[src/rtl/bali_loader_pkg.sv]
// Shared definitions for the program loader.
//   loader_state_t : frame-parser state encoding
//   LOADER_MAGIC   : default frame start byte
package bali_loader_pkg;

    typedef enum logic [2:0] {
        ST_IDLE,
        ST_LEN_HI,
        ST_LEN_LO,
        ST_DATA,
        ST_CHECK,
        ST_RELEASE,
        ST_RUN,
        ST_ERROR
    } loader_state_t;

    localparam logic [7:0] LOADER_MAGIC = 8'hBA;

endpackage

[src/rtl/prog_loader.sv]
// Byte-stream program loader.
// Parses frames of the form MAGIC, LEN_HI, LEN_LO, LEN payload bytes, CHK
// (CHK = XOR of the payload) and writes the payload to program memory
// starting at address 0. The CPU is held in reset until a frame verifies.
// Ports:
//   clk        clock
//   rst        asynchronous active-low reset
//   in_data    stream byte            in_valid  byte valid
//   in_ready   loader can take a byte this cycle
//   mem_we     one-cycle write strobe per payload byte
//   mem_addr   write address          mem_wdata write data
//   cpu_rst    CPU reset, high unless a verified image is running
//   done       last frame verified, CPU running
//   err        last frame rejected (length or checksum)
module prog_loader
    import bali_loader_pkg::*;
#(
    parameter int         ADDR_WIDTH = 12,
    parameter logic [7:0] MAGIC      = LOADER_MAGIC
) (
    input  logic                  clk,
    input  logic                  rst,
    input  logic [7:0]            in_data,
    input  logic                  in_valid,
    output logic                  in_ready,
    output logic                  mem_we,
    output logic [ADDR_WIDTH-1:0] mem_addr,
    output logic [7:0]            mem_wdata,
    output logic                  cpu_rst,
    output logic                  done,
    output logic                  err
);

    // idx carries one extra bit so a full 2^ADDR_WIDTH image can be counted.
    localparam int          IW      = ADDR_WIDTH + 1;
    localparam logic [31:0] MAX_LEN = 32'd1 << ADDR_WIDTH;

    loader_state_t         state_q, state_d;
    logic [15:0]           len_q, len_d;
    logic [IW-1:0]         idx_q, idx_d;
    logic [7:0]            acc_q, acc_d;
    logic                  we_q, we_d;
    logic [ADDR_WIDTH-1:0] addr_q, addr_d;
    logic [7:0]            wdata_q, wdata_d;

    logic        accept;
    logic [15:0] len_full;

    assign accept   = in_valid && in_ready;
    assign len_full = {len_q[15:8], in_data};

    always_comb begin
        state_d = state_q;
        len_d   = len_q;
        idx_d   = idx_q;
        acc_d   = acc_q;
        we_d    = 1'b0;
        addr_d  = addr_q;
        wdata_d = wdata_q;

        unique case (state_q)
            ST_IDLE, ST_RUN, ST_ERROR: begin
                // Only MAGIC starts a frame; anything else is dropped.
                if (accept && in_data == MAGIC) begin
                    state_d = ST_LEN_HI;
                end
            end
            ST_LEN_HI: begin
                if (accept) begin
                    len_d   = {in_data, len_q[7:0]};
                    state_d = ST_LEN_LO;
                end
            end
            ST_LEN_LO: begin
                if (accept) begin
                    len_d = len_full;
                    idx_d = '0;
                    acc_d = 8'h00;
                    if (32'(len_full) > MAX_LEN) begin
                        state_d = ST_ERROR;
                    end else if (len_full == 16'h0000) begin
                        state_d = ST_CHECK;
                    end else begin
                        state_d = ST_DATA;
                    end
                end
            end
            ST_DATA: begin
                if (accept) begin
                    we_d    = 1'b1;
                    addr_d  = idx_q[ADDR_WIDTH-1:0];
                    wdata_d = in_data;
                    acc_d   = acc_q ^ in_data;
                    idx_d   = idx_q + 1'b1;
                    if (32'(idx_q) + 32'd1 == 32'(len_q)) begin
                        state_d = ST_CHECK;
                    end
                end
            end
            ST_CHECK: begin
                if (accept) begin
                    state_d = (in_data == acc_q) ? ST_RELEASE : ST_ERROR;
                end
            end
            ST_RELEASE: begin
                state_d = ST_RUN;
            end
            default: begin
                state_d = ST_IDLE;
            end
        endcase
    end

    always_ff @(posedge clk or negedge rst) begin
        if (!rst) begin
            state_q <= ST_IDLE;
            len_q   <= '0;
            idx_q   <= '0;
            acc_q   <= '0;
            we_q    <= 1'b0;
            addr_q  <= '0;
            wdata_q <= '0;
        end else begin
            state_q <= state_d;
            len_q   <= len_d;
            idx_q   <= idx_d;
            acc_q   <= acc_d;
            we_q    <= we_d;
            addr_q  <= addr_d;
            wdata_q <= wdata_d;
        end
    end

    // Status outputs are decodes of the registered state, so they change
    // exactly one cycle after the byte that caused the transition.
    assign in_ready  = (state_q != ST_RELEASE);
    assign cpu_rst   = (state_q != ST_RUN);
    assign done      = (state_q == ST_RUN);
    assign err       = (state_q == ST_ERROR);
    assign mem_we    = we_q;
    assign mem_addr  = addr_q;
    assign mem_wdata = wdata_q;

endmodule

[config.mk]
export PLATFORM = sky130hd
export DESIGN_NAME = prog_loader
export DESIGN_NICKNAME = d
export VERILOG_FILES = /design/src/rtl/bali_loader_pkg.sv /design/src/rtl/prog_loader.sv
export SDC_FILE = /design/constraint.sdc
export NUM_CORES = 1
export LEC_CHECK = 0
export CORE_UTILIZATION = 50
export CTS_CLUSTER_SIZE = 20
export DETAILED_ROUTE_END_ITERATION = 10
export PLACE_DENSITY_LB_ADDON = 0.25
export SYNTH_ARGS = -nofsm -noshare
export SYNTH_HDL_FRONTEND = slang
export SYNTH_SLANG_ARGS = --single-unit
[constraint.sdc]
create_clock -name clk -period 3.7 [get_ports clk]
set_input_delay 0.925 -clock clk [delete_from_list [all_inputs] [get_ports clk]]
set_output_delay 0.925 -clock clk [all_outputs]
set_load 0.03 [all_outputs]
==> results of run 1 <==
routing by layer:
layer | up-vias | track usage
met2 | 89 | 0.388
met5 | - | 0
met1 | 1323 | 0.321
li1 | 1366 | -
met3 | 11 | 0.0772
met4 | 0 | 0.0831
cells in the final DEF, fill, tap and decap left out, types with 9 or more instances in the layout:
| cell | synthesis | final |
|---|---|---|
| nand2_1 | 89 | 89 |
| dfrtp_1 | 61 | 61 |
| clkdlybuf4s50_1 | 0 | 34 |
| o21ai_0 | 27 | 27 |
| a21oi_1 | 20 | 20 |
| nor2b_1 | 15 | 15 |
| mux2_2 | 15 | 15 |
| nand3_1 | 11 | 11 |
| nor2_1 | 11 | 11 |
| nor3_1 | 11 | 11 |
| clkbuf_8 | 0 | 11 |
| xnor2_1 | 9 | 9 |
registers in the layout, summed over array words and instances, names as in the netlist:
signal,count
mem_we,1
idx_q,13
mem_wdata,8
state_q,3
len_q,16
mem_addr,12
acc_q,8
logic make-up (layout without fill, tap and decap cells):
| family | after synthesis | in the layout | synth area share |
|---|---|---|---|
| compound gates | 72 | 72 | 0.132 |
| xor+xnor | 16 | 16 | 0.0417 |
| fa+ha+maj | 1 | 1 | 0.00372 |
| buf+inv | 34 | 66 | 0.0472 |
| flops | 61 | 61 | 0.454 |
| mux | 19 | 19 | 0.0621 |
| simple gates | 174 | 174 | 0.259 |
power by group through the flow:
stage	logic (mW)	clock network (mW)	registers (mW)
5_1_grt	1.52	0.732	1.31
6_report	1.38	0.685	1.26
3_5_place_dp	1.38	0	1.27
2_1_floorplan	0.922	0	1.28
4_1_cts	1.38	0.705	1.26
3_3_place_gp	1.35	0	1.26
path summary, 6_finish.rpt:
| check | startpoint | end | cells past startpoint | slack (ns) |
|---|---|---|---|---|
| max in group asynchronous | rst | state_q[1]$_DFFE_PN0P_ | 2 | 2.46 |
| hold / removal | mem_addr[7]$_DFFE_PN0P_ | mem_addr[7]$_DFFE_PN0P_ | 2 | 0.47 |
| setup / recovery | state_q[0]$_DFFE_PN0P_ | cpu_rst | 3 | 0.85 |
| setup reg to reg | idx_q[0]$_DFFE_PN0P_ | state_q[1]$_DFFE_PN0P_ | 7 | 1.19 |
| min in group asynchronous | rst | mem_addr[10]$_DFFE_PN0P_ | 2 | 0.73 |
| hold reg to reg | mem_addr[7]$_DFFE_PN0P_ | mem_addr[7]$_DFFE_PN0P_ | 2 | 0.47 |
per-stage QoR:
| stage | power [mW] | hold slack [ns] |
|---|---|---|
| after floorplan | 2.20 | 0.464 |
| after global placement | 2.61 | 0.457 |
| after detailed placement | 2.65 | 0.462 |
| after CTS | 3.35 | 0.479 |
| after global routing | 3.57 | 0.493 |
| final | 3.33 | 0.472 |
worst max-delay path: cells and delay by family (launching register included):
kind	cells	cell delay, ns
buffers and inverters	2	0.81
flip-flops	1	0.62
AND/OR/NAND/NOR	1	0.13
final cells by class:
type / count / area share
clock buffer: 11 / 0.0382
clock inverter: 5 / 0.0208
inverter: 8 / 0.00758
multi-input combinational: 282 / 0.423
sequential: 61 / 0.385
tap: 77 / 0.0243
timing repair buffer: 42 / 0.100
==> flow_summary.yaml, run 1 <==
clocking:
  cts_setup_buffers: 0
  cts.sinks: 61
  cts_tree: "yes"
  cts_htree_levels: 3
  cts_root_buffer: "clkbuf_8"
  cts_buffers: 9
  clkSlewWorstSetupHoldPaths_ns: 0.07
  ctsHoldBuffers: 0
  cts_resized: 0
  cts.path.max_buffers: 2
  insertion_delay_ns: 0.35
finish:
  drive_gt1_frac: 0.117
  area_delta_synth_final_pct: 17.8
  register_area_mm2: 0.00153
  final_area_mm2: 0.00396
  fin_util: 0.617
  final_cells: 486
  nFillCells: 570
  num_antenna_cells: 0
  finish.net_count: 416
  multi_input_area_mm2: 0.00168
drt:
  drt_pre_antenna_iters: 7
  routed_via_density: 5.74
  routedWlPerCell_um: 15.8
  wirelength_mm: 7.69
  ant_nets: 0
  drcViolationCount: 1
  wl_met1_mm: 3.57
  dr_wl_met2_mm: 3.58
  wl_met3_um: 440
  num_vias: 2789
  drt_iter0_drc: 137
  top_layer_used: "met4"
timing:
  finalClockSkew_ns: 0.00475
  tightestPinTransition_ns: 0.768
  period_share: 0.769
  max_freq_mhz: 351
  setup_tns_ns: 0
  min_period_ns: 2.85
  rsz0062_at_grt: "false"
  relSlewSlack: 0.488
  finalSetupViolCount: 0
  setup_slack_ns: 0.854
  final-hold-violation-count: 0
  final_max_slew_viol_count: 0
worst_setup_path:
  slowest_stage: "clkdlybuf4s50_1"
  start_kind: "register"
  crit_type: "register to output pin"
  end_kind: "output pin"
  arrival_ns: 1.92
  max_stage_delay_ns: 0.68
  cp_cell_sequence: "inv_1 > nand3_1 > clkdlybuf4s50_1"
  critPathRequiredTime_ns: 2.77
  crit_fanout: 13
placement:
  dpl.hpwl_mm: 5.17
  dpl_cell_area_mm2: 0.00373
  pre_cts_slack_ns: 0.722
  routabilityCongestion: 0.883
  dp.cells: 470
  port-buffer-count: 35
die:
  row_count: 29
  fp.dieW_um: 84.0
  initial_core_util: 0.524
  dieArea_mm2: 0.00706
  coreArea_mm2: 0.00642
  die_h_um: 84.0
  ios: 36
synthesis:
  avgSynthCellArea_um2: 8.92
  synth_cell_types: 56
  yosys_warnings: 0
  ys_seq_area_frac: 0.454
  synth_fp_nets: 389
  syn_inst: 377
  synthDominantCellAreaShare: 0.454
  synth_edf_count: 0
  yosys-top-cells-area: "dfrtp_1 (45%), nand2_1 (9.9%), mux2_2 (5.0%)"
  synth_common_cells: "nand2_1 (89), dfrtp_1 (61), o21ai_0 (27)"
  netlist_area_mm2: 0.00336
  synth_area_leader_cell: "dfrtp_1"
  async_reset_ff_frac: 1.00
  ys_ff_latch: 61
  synth.most_common_cell: "nand2_1"
  synth_flop_cell: "dfrtp_1"
worst_hold_path:
  hold_path_class: "register to register"
pwr:
  clockPowerShare: 0.206
  comb_power_share: 0.414
  leakage_nw: 1.70
  ir_drop_mv: 0.473
  powerDensity_mw_per_mm2: 840
  power_frac_seq: 0.380
  intPower_mw: 1.97
  p_sw_frac: 0.409
  p_switching_mw: 1.36
status:
  violations: "DRC"
  status: "complete, but fails checks"
job:
  cap_violations: 0
global_route:
  grt_usage: 0.246
  grt_pass1_vias: 2770
  grt_pass1_wl_mm: 13.5
  antenna_found_initial: 0
  grt_max_degree: 62
  grt-ovfl-total: 0
Power figures use the tool's default switching activity.
==> inputs of run 2 (changes only) <==
==> constraint.sdc (replaced) <==
create_clock -name clk -period 2.3 [get_ports clk]
set_input_delay 0.575 -clock clk [delete_from_list [all_inputs] [get_ports clk]]
set_output_delay 0.575 -clock clk [all_outputs]
set_load 0.03 [all_outputs]
==> run 2 against run 1 <==
Against the previous run:
- wire length is 6.4% higher
- the flow still finishes with violations (DRC)
- worst setup slack worse by 0.72 ns
- sequential power is 52% higher
- utilization is 3.1 points higher
- final cell count is 5.3% higher
- largest cell class unchanged
- count of clock-buffer cells in the layout is 1 higher
- first-iteration DRC count is 4.4% lower
- sequential share of layout area is 1.8 points lower
- cell area is 5.0% higher
- global-route usage is 0.91 points higher
- critical path depth is 4 higher
==> flow_summary.yaml, run 2 (synthesis results as in run 1) <==
pwr:
  ir_drop_mv: 0.685
  leakage_nw: 1.85
  powerDensity_mw_per_mm2: 1330
timing:
  max_freq_mhz: 462
  hold_slack_ns: 0.235
  setup_slack_ns: 0.137
  finalSetupViolCount: 0
  relSlewSlack: 0.727
  finalClockSkew_ns: 0.00560
  tightestPinTransition_ns: 0.403
  final-hold-violation-count: 0
  period_share: 0.941
  final_max_slew_viol_count: 0
  rsz0062_at_grt: "false"
  min_period_ns: 2.16
clocking:
  insertion_delay_ns: 0.35
  ctsHoldBuffers: 0
  cts_buffers: 9
  cts_resized: 1
  cts.sinks: 61
  clkSlewWorstSetupHoldPaths_ns: 0.07
  cts_htree_levels: 3
  cts.path.max_buffers: 2
  cts_tree: "yes"
  cts_setup_buffers: 0
  cts_root_buffer: "clkbuf_8"
finish:
  largest_register: "len_q"
  final_cells: 512
  num_antenna_cells: 0
  final_area_mm2: 0.00416
  nFillCells: 575
  drive_gt1_frac: 0.179
  largest_reg_flops: 16
  fin_util: 0.648
  finish.net_count: 442
  area_delta_synth_final_pct: 23.7
  final_common_cell: "nand2_1"
  final_cell_mix: "nand2_1 (89), dfrtp_1 (61), buf_4 (35), clkdlybuf4s50_1 (30), o21ai_0 (27)"
drt:
  wl_met3_um: 409
  dr_wl_met2_mm: 3.84
  ant_nets: 0
  top_layer_used: "met4"
  wirelength_mm: 8.18
  drt_iter0_drc: 131
  routedWlPerCell_um: 16.0
  drcViolationCount: 2
  routed_via_density: 5.73
  drt_pre_antenna_iters: 7
  wl_met1_mm: 3.71
  num_vias: 2933
job:
  cap_violations: 0
global_route:
  grt_usage: 0.255
  grt_pass1_vias: 2857
  grt_max_degree: 62
  antenna_found_initial: 0
  grt-ovfl-total: 0
  grt_pass1_wl_mm: 13.9
placement:
  dpl.hpwl_mm: 5.68
  dp.cells: 496
  port-buffer-count: 35
  pre_cts_slack_ns: -0.233
  routabilityCongestion: 0.862
  dpl_cell_area_mm2: 0.00393
worst_setup_path:
  ff2ff_path_depth: 7
  crit_fanout: 4
  end_kind: "register"
  start_kind: "register"
  arrival_ns: 2.39
  critPathRequiredTime_ns: 2.52
  crit_type: "register to register"
worst_hold_path:
  hold_path_class: "input pin to async pin"
die:
  initial_core_util: 0.524
  dieArea_mm2: 0.00706
  die_h_um: 84.0
  ios: 36
  row_count: 29
  fp.dieW_um: 84.0
  coreArea_mm2: 0.00642
status:
  violations: "DRC"
  status: "complete, but fails checks"
run 2: report_power, final:
group | internal (mW) | switching [mW] | total [mW]
logic | 1.12 | 1.40 | 2.52
clock network | 0.666 | 0.424 | 1.09
registers | 1.51 | 0.398 | 1.91
run 2: final timing paths:
kind                                           from                  endpoint  slack [ns]
setup / recovery               idx_q[0]$_DFFE_PN0P_    state_q[1]$_DFFE_PN0P_        0.14
hold / removal                                  rst     idx_q[12]$_DFFE_PN0P_        0.24
setup reg to reg               idx_q[0]$_DFFE_PN0P_    state_q[1]$_DFFE_PN0P_        0.14
hold reg to reg            mem_addr[10]$_DFFE_PN0P_  mem_addr[10]$_DFFE_PN0P_        0.47
max in group asynchronous                       rst   mem_addr[2]$_DFFE_PN0P_        1.80
min in group clk           mem_addr[10]$_DFFE_PN0P_  mem_addr[10]$_DFFE_PN0P_        0.47
run 2: area by class of cell:
class | instances | area [um^2] | area share
Multi-Input combinational cell | 282 | 1690 | 0.405
Sequential cell | 61 | 1530 | 0.367
Timing Repair Buffer | 68 | 597 | 0.143
Clock buffer | 12 | 155 | 0.0373
Tap cell | 77 | 96.3 | 0.0232
Clock inverter | 4 | 70.1 | 0.0168
Inverter | 8 | 30.0 | 0.00722
run 2: metal layers:
metal / vias to the layer above / track usage
li1: 1417 / -
met1: 1404 / 0.337
met3: 17 / 0.0603
met4: 0 / 0.119
met5: - / 0
met2: 95 / 0.397
run 2: per-stage QoR:
stage	power, mW	setup TNS (ns)
3_3_place_gp	4.36	-0.298
5_1_grt	5.90	0
2_1_floorplan	3.54	0
4_1_cts	5.54	0
3_5_place_dp	4.43	-0.430
6_report	5.52	0
run 2: critical path, stage by stage (launching register included):
cell and delay [ns]:
dfrtp_1 0.35, ha_1 0.24, nand4_2 0.15, or2_4 0.29, or4b_1 0.47, o311ai_1 0.12, o2111a_2 0.31, o211ai_1 0.11
==> inputs of run 3 (changes only) <==
==> constraint.sdc (replaced) <==
create_clock -name clk -period 2.6 [get_ports clk]
set_input_delay 0.65 -clock clk [delete_from_list [all_inputs] [get_ports clk]]
set_output_delay 0.65 -clock clk [all_outputs]
set_load 0.03 [all_outputs]
==> run 3 against run 2 <==
Against the previous run:
- the flow still finishes with violations (DRC)
- die area unchanged
- combinational power down 17%
- final cell count down 2.7%
- first-iteration DRC count down 14%
==> flow_summary.yaml, run 3 (synthesis results as in run 1) <==
status:
  status: "complete, but fails checks"
  violations: "DRC"
die:
  row_count: 29
  coreArea_mm2: 0.00642
  initial_core_util: 0.524
  dieArea_mm2: 0.00706
  die_h_um: 84.0
  ios: 36
  fp.dieW_um: 84.0
pwr:
  powerDensity_mw_per_mm2: 1160
  p_switching_mw: 1.93
  intPower_mw: 2.72
  clockPowerShare: 0.179
  ir_drop_mv: 0.621
  finalPower_mw: 4.66
  power_frac_seq: 0.375
  comb_power_share: 0.446
  leakage_nw: 1.75
  p_sw_frac: 0.415
drt:
  num_vias: 2835
  ant_nets: 0
  routedWlPerCell_um: 15.9
  wirelength_mm: 7.93
  drt_pre_antenna_iters: 7
  routed_via_density: 5.69
  top_layer_used: "met4"
  drcViolationCount: 2
  dr_wl_met2_mm: 3.76
  wl_met3_um: 466
  wl_met1_mm: 3.57
  drt_iter0_drc: 113
timing:
  setup_tns_ns: 0
  relSlewSlack: 0.626
  finalClockSkew_ns: 0.00492
  rsz0062_at_grt: "false"
  final-hold-violation-count: 0
  period_share: 0.938
  finalSetupViolCount: 0
  min_period_ns: 2.44
  max_freq_mhz: 410
  final_max_slew_viol_count: 0
  tightestPinTransition_ns: 0.561
  setup_slack_ns: 0.161
clocking:
  cts_buffers: 9
  cts_htree_levels: 3
  cts_setup_buffers: 0
  ctsHoldBuffers: 0
  insertion_delay_ns: 0.34
  cts.sinks: 61
  cts.path.max_buffers: 2
  clkSlewWorstSetupHoldPaths_ns: 0.07
  cts_root_buffer: "clkbuf_8"
  cts_tree: "yes"
  cts_resized: 0
worst_setup_path:
  crit_type: "register to output pin"
  max_stage_delay_ns: 0.67
  crit_fanout: 11
  critPathRequiredTime_ns: 1.95
  cp_cell_sequence: "nand2_1 > nor2_1 > clkdlybuf4s50_1"
  slowest_stage: "clkdlybuf4s50_1"
  start_kind: "register"
  end_kind: "output pin"
  arrival_ns: 1.79
finish:
  largest_reg_flops: 16
  drive_gt1_frac: 0.138
  area_delta_synth_final_pct: 19.6
  finish.net_count: 428
  largest_register: "len_q"
  final_cells: 498
  final_cell_mix: "nand2_1 (89), dfrtp_1 (61), clkdlybuf4s50_1 (34), o21ai_0 (27), a21oi_1 (20)"
  num_antenna_cells: 0
  final_common_cell: "nand2_1"
  nFillCells: 565
global_route:
  grt_max_degree: 39
  grt_pass1_vias: 2737
  grt-ovfl-total: 0
  antenna_found_initial: 0
  grt_pass1_wl_mm: 13.3
  grt_usage: 0.243
job:
  cap_violations: 0
placement:
  pre_cts_slack_ns: -0.0380
  routabilityCongestion: 0.853
  port-buffer-count: 35
  dpl.hpwl_mm: 5.60
  dp.cells: 482
worst_hold_path:
  hold_path_class: "input pin to async pin"
## run 3: worst max-delay path, delay by kind of cell (launching register included)
kind / cells / cell delay, ns
buffers and inverters: 1 / 0.67
flip-flops: 1 / 0.56
AND/OR/NAND/NOR: 2 / 0.22
## run 3: final cells by class
type | instances | area (um^2) | area share
repair buffers | 54 | 500 | 0.124
flip-flops and latches | 61 | 1530 | 0.379
inverters | 8 | 30.0 | 0.00746
clock inverters | 4 | 47.5 | 0.0118
well taps | 77 | 96.3 | 0.0239
multi-input cells | 282 | 1680 | 0.417
clock buffers | 12 | 145 | 0.0361
## run 3: final timing paths
kind	end	start	slack, ns	depth (start not counted)
worst max-delay path	err	state_q[2]$_DFFE_PN0P_	0.16	3
worst min-delay path	mem_addr[9]$_DFFE_PN0P_	rst	0.29	1
worst max register to register	state_q[1]$_DFFE_PN0P_	idx_q[0]$_DFFE_PN0P_	0.32	7
worst min register to register	mem_addr[0]$_DFFE_PN0P_	mem_addr[0]$_DFFE_PN0P_	0.47	2
max in group asynchronous	acc_q[2]$_DFFE_PN0P_	rst	1.70	2
min in group clk	mem_addr[0]$_DFFE_PN0P_	mem_addr[0]$_DFFE_PN0P_	0.47	2
## run 3: per-stage QoR
step / area [um^2] / utilization / hold WS (ns)
2_1_floorplan: 3360 / - / 0.354
3_3_place_gp: 3830 / 0.597 / 0.457
3_5_place_dp: 3830 / 0.597 / 0.463
4_1_cts: 4020 / 0.627 / 0.298
5_1_grt: 4020 / 0.627 / 0.333
6_report: 4020 / 0.627 / 0.293
## run 3: layer usage
metal  vias up  global-route usage
met5         -                   0
met4         0              0.0846
met3        13              0.0584
met2        82               0.404
met1      1349               0.311
li1       1391                   -
## run 3: power groups by stage
stage | sequential, mW | combinational, mW | clock (mW)
4_1_cts | 1.74 | 2.09 | 0.853
3_5_place_dp | 1.76 | 2.08 | 0
6_report | 1.74 | 2.08 | 0.834
5_1_grt | 1.81 | 2.29 | 0.893
3_3_place_gp | 1.74 | 2.04 | 0
2_1_floorplan | 1.82 | 1.31 | 0
